[src/rtl/binary_adder_subtracter_if.sv]
// Operand/result bundle for the adder/subtracter.
// The master drives the operands and mode; the slave returns the registered result.
interface binary_adder_subtracter_if #(
  parameter int width = 4
);
  logic [width-1:0] a;
  logic [width-1:0] b;
  logic             s;
  logic [width-1:0] sum;
  logic             v;
  logic             cout;

  modport master (
    output a, b, s,
    input  sum, v, cout
  );

  modport slave (
    input  a, b, s,
    output sum, v, cout
  );
endinterface

[src/rtl/binary_adder_subtracter.sv]
// Two's-complement ripple-carry adder/subtracter with a registered result.
// s=1 computes a + ~b + 1; v flags signed overflow, cout is the MSB carry.
module binary_adder_subtracter #(
  parameter int width = 4
) (
  input  logic clk,
  input  logic rst,
  binary_adder_subtracter_if.slave bus
);

  logic [width:0]   c;
  logic [width-1:0] sum_d, sum_q;
  logic             v_d, v_q;
  logic             cout_d, cout_q;
  logic             x, y;

  always_comb begin
    c      = '0;
    sum_d  = '0;
    x      = 1'b0;
    y      = 1'b0;
    c[0]   = bus.s;
    for (int i = 0; i < width; i++) begin
      x        = bus.a[i];
      y        = bus.b[i] ^ bus.s;
      sum_d[i] = x ^ y ^ c[i];
      c[i+1]   = (x & y) | (c[i] & (x ^ y));
    end
    // carry into vs out of the sign bit disagree only on signed overflow
    v_d    = c[width] ^ c[width-1];
    cout_d = c[width];
  end

  always_ff @(posedge clk or posedge rst) begin
    if (rst) begin
      sum_q  <= '0;
      v_q    <= 1'b0;
      cout_q <= 1'b0;
    end else begin
      sum_q  <= sum_d;
      v_q    <= v_d;
      cout_q <= cout_d;
    end
  end

  assign bus.sum  = sum_q;
  assign bus.v    = v_q;
  assign bus.cout = cout_q;

endmodule

[src/flat_wrapper.sv]
// flat-port wrapper written by rule: the top's interface ports become plain ports
module binary_adder_subtracter_flat 
#(
  parameter int width = 4
)
  (clk, rst, bus_a, bus_b, bus_s, bus_sum, bus_v, bus_cout);
  binary_adder_subtracter_if #(.width(width)) bus_i ();
  input  logic clk;
  input  logic rst;
  input wire logic [$bits(bus_i.a)-1:0] bus_a;
  input wire logic [$bits(bus_i.b)-1:0] bus_b;
  input wire logic [$bits(bus_i.s)-1:0] bus_s;
  output wire logic [$bits(bus_i.sum)-1:0] bus_sum;
  output wire logic [$bits(bus_i.v)-1:0] bus_v;
  output wire logic [$bits(bus_i.cout)-1:0] bus_cout;
  assign bus_i.a = bus_a;
  assign bus_i.b = bus_b;
  assign bus_i.s = bus_s;
  assign bus_sum = bus_i.sum;
  assign bus_v = bus_i.v;
  assign bus_cout = bus_i.cout;
  binary_adder_subtracter #(.width(width)) u_core (.clk(clk), .rst(rst), .bus(bus_i));
endmodule
[config.mk]
export PLATFORM = sky130hd
export DESIGN_NAME = binary_adder_subtracter_flat
export DESIGN_NICKNAME = d
export VERILOG_FILES = /design/src/rtl/binary_adder_subtracter_if.sv /design/src/rtl/binary_adder_subtracter.sv /design/src/flat_wrapper.sv
export SDC_FILE = /design/constraint.sdc
export NUM_CORES = 1
export LEC_CHECK = 0
export CAP_MARGIN = 0
export CELL_PAD_IN_SITES_DETAIL_PLACEMENT = 0
export CELL_PAD_IN_SITES_GLOBAL_PLACEMENT = 2
export CORE_UTILIZATION = 21
export DETAILED_ROUTE_END_ITERATION = 12
export MAX_ROUTING_LAYER = met4
export PLACE_DENSITY_LB_ADDON = 0.1
export SLEW_MARGIN = 40
export SYNTH_ARGS = -nofsm -noshare
export SYNTH_HDL_FRONTEND = slang
export SYNTH_SLANG_ARGS = --single-unit
[constraint.sdc]
create_clock -name clk -period 1.32 [get_ports clk]
set_clock_uncertainty 0.15 [all_clocks]
set_input_delay 0.33 -clock clk [delete_from_list [all_inputs] [get_ports clk]]
set_output_delay 0.33 -clock clk [all_outputs]
set_load 0.01 [all_outputs]
Word-level counts from Yosys, hierarchy flattened
Cells that the tools add are included.

storage, ports and cells
  flip-flop bits (word level) = 6
  input port bits = 11
  output and inout bits = 6
  word-level logic and storage cells = 28

cells by class
  bitwise gates (word level) = 25

operator list
  operator           count
  bitwise XOR 1 bit  13
  AND 1 bit          8
  OR 1 bit           4

Longest topological paths before layout
  depth after elaboration = 11
  depth in mapped cells = 6
  mapped depth without buffers = 6

Worst setup path before layout
No wires, ideal clock.

  path kind = input -> register
  from = input port bus_b[1]
  to = register u_core.sum_q[3] (netlist: u_core.bus.sum[3])
  library setup time = 0.136 ns
  data arrival time = 1.717 ns
  required time = 1.034 ns
  slack = -0.683 ns
  stages on the path = 5
  buffers on the path = 0
  cells stage by stage = xnor2_1 > fa_1 > fa_1 > inv_1 > fa_1

on the way
  word-level cells in the longest chain between the ends = 7
  elaborated cells between the ends (all ways) = 8
  classes of those cells = 8 x bitwise

RTL lines
  element                RTL line                       source
  start, declared        flat_wrapper.sv:11             input wire logic [$bits(bus_i.b)-1:0] bus_b;
  bitwise XOR 1 bit (*)  binary_adder_subtracter.sv:25  y = bus.b[i] ^ bus.s;
  bitwise XOR 1 bit      binary_adder_subtracter.sv:27  c[i+1] = (x & y) | (c[i] & (x ^ y));
  AND 1 bit              binary_adder_subtracter.sv:27
  OR 1 bit (*)           binary_adder_subtracter.sv:27
  AND 1 bit (*)          binary_adder_subtracter.sv:27
  OR 1 bit (*)           binary_adder_subtracter.sv:27
  bitwise XOR 1 bit (*)  binary_adder_subtracter.sv:26  sum_d[i] = x ^ y ^ c[i];
  via u_core.sum_d[3]    binary_adder_subtracter.sv:12  logic [width-1:0] sum_d, sum_q;
  end signal, assigned   binary_adder_subtracter.sv:40  sum_q <= sum_d;
  end, declared          binary_adder_subtracter.sv:12

Mark *: on every way through the listed nets, which the timed path passes. The rest lies on a longest branch.

Final worst setup path
Same ends and word-level chain as after synthesis.

==> flow_summary.toml <==
[outcome]
status = "finished, violations left"
violations = "negative setup slack"

[cts]
cts.sinks = 6
htree_levels = 1
cts_tree = "built"
hold_buffers = 0
cts_root_buf = "clkbuf_4"
cts_made_buffers = 3
clkTransAtPathRegs_ps = 40
clock_path_buffers = 2

[pwr]
ir_drop_v = 0.000324
p_per_area_nw_per_um2 = 1080
total_leakage_power_nw = 0.270

[route]
wire_per_inst_um = 7.29
vias_per_cell = 3.66
routed-via-count = 216
drtPass1Iterations = 1
ant_nets = 0
drt_iter0_drc = 0
drc_errors = 0
wl_um = 430

[sta]
rsz0062_at_grt = "true"
fin_crit_sh = 1.41
fin_tns_setup_ps = -1470
setup_viol = 4
fmax_mhz = 538
layout_min_cycle_time_ps = 1860
drv_slew = 0
hold_violations = 0
worst_slew_pin_slew_ps = 207
timing.final.ws_setup_ps = -538
slew_headroom = 0.862

[critical_path]
critPathMaxFanout = 2
slowest_stage = "fa_2"
crit_path_frequent_cell = "fa_2"
slowest_delay_ps = 410
critical_path_class = "primary input to flop"
critical_path_required_ps = 1270
crit_path_start = "bus_b[1]"
start_kind = "primary input"
crit_chain = "buf_8, xnor2_4, fa_2, fa_2, inv_2, fa_2"
end_kind = "flop"
crit_arrival_ps = 1810

[flow_run]
maxCapViolCount = 0

[floorplanning]
fp.dieH_um = 38.9
core_um2 = 1190
die_w_um = 38.9
ios = 17
initial_core_util = 0.242
die_area_um2 = 1520
fp-row-count = 12

[yosys]
synth_top_area_cell = "dfrtp_1"
yosysWarnings = 0
ys_seq_area_frac = 0.524
postSynthAreaPerCell_um2 = 13.6
synthCells = 21
synth_area_um2 = 287
synth_seq_cells = 6
synthTopCellsByArea = "dfrtp_1 (52%), fa_1 (21%), xnor2_1 (9.2%)"
synthesis.nets = 35
synth_cell_types = 6
synthDominantCellAreaShare = 0.524

[grt]
grt_pass1_vias = 189
grt_overflow = 0
grt_use_met3 = 0.0173
grtUsageMet2 = 0.117
grt_antenna_before_repair = 0
grt_pass1_wl_um = 655
gr-usage-all-layers = 0.0669
top_usage_layer = "met2"
grt_max_degree = 7
use_met1 = 0.0612

[finish]
final_cell_mix = "dfrtp_1 (6), buf_4 (5), clkdlybuf4s50_1 (4), clkbuf_2 (4)"
final_cell_count_no_fill = 59
fin_nets = 61
antenna_cells = 0
layout_commonest_cell = "dfrtp_1"
drive_gt1_frac = 0.556
final_core_util = 0.461
synthToLayoutAreaGrowth_pct = 90.8
fin_area_um2 = 547

[place]
dp.cells = 55
dpl_cell_area_um2 = 518
dp_slack_ps = -1230
dp.final_hpwl_um = 415
io_buffers = 16
place.gp.congestion = 0.585

[min_path]
hold_path.class = "primary input to async pin"
-- worst max-delay path: cells and delay by family --
family	cells	cell delay [ps]
adder cells (fa/ha/maj)	3	1180
buffers and inverters	2	160
XOR/XNOR	1	130
-- worst paths after layout --
check | to
setup / recovery | u_core.bus.sum[3]
max in group asynchronous | u_core.bus.cout
hold / removal | u_core.bus.sum[1]
min in group clk | u_core.bus.sum[0]
-- cells by family after synthesis --
family	after synthesis	share of synthesized area
multiplexers	1	0.0349
XOR/XNOR	5	0.153
flip-flops	6	0.524
buffers and inverters	6	0.0786
adder cells (fa/ha/maj)	3	0.210
-- synthesized netlist by cell type --
| cell | n |
|---|---|
| fa_1 | 3 |
| dfrtp_1 | 6 |
| inv_1 | 6 |
| mux2i_1 | 1 |
| xnor2_1 | 3 |
| xor2_1 | 2 |
-- sequential cells by signal, summed over array words and instances, names as in the netlist --
register,cells
u_core.bus.sum,4
u_core.bus.cout,1
u_core.bus.v,1
-- layout make-up --
class                           count  area, um2
Sequential cell                     6        150
Fill cell                         122        639
Clock buffer                        3       22.5
Timing Repair Buffer               21        183
Multi-Input combinational cell      9        151
Inverter                            6       22.5
Tap cell                           14       17.5
-- metrics by stage --
step | hold slack (ps) | total power, mW
2_1_floorplan | -29.0 | 0.321
3_3_place_gp | 399 | 0.455
3_5_place_dp | 402 | 0.460
4_1_cts | 166 | 0.599
5_1_grt | 187 | 0.639
6_report | 159 | 0.591
-- where the power goes --
part	internal (mW)	switching, mW
Clock	0.102	0.0496
Combinational	0.119	0.0858
Sequential	0.224	0.00994
-- layer usage --
metal  vias up  part of all wire
met5         -                 0
met1        96              0.32
met2        13              0.55
met4         0                 0
met3         0              0.13
li1        107                 -
-- timing repair --
action,4_1_cts,5_1_grt
endpoints found under the setup margin,11,7
pin swaps,4,4
buffers inserted,0,1
gates cloned,0,0
resized for setup,35,12
Note: power is estimated with default switching activity, not from simulation.
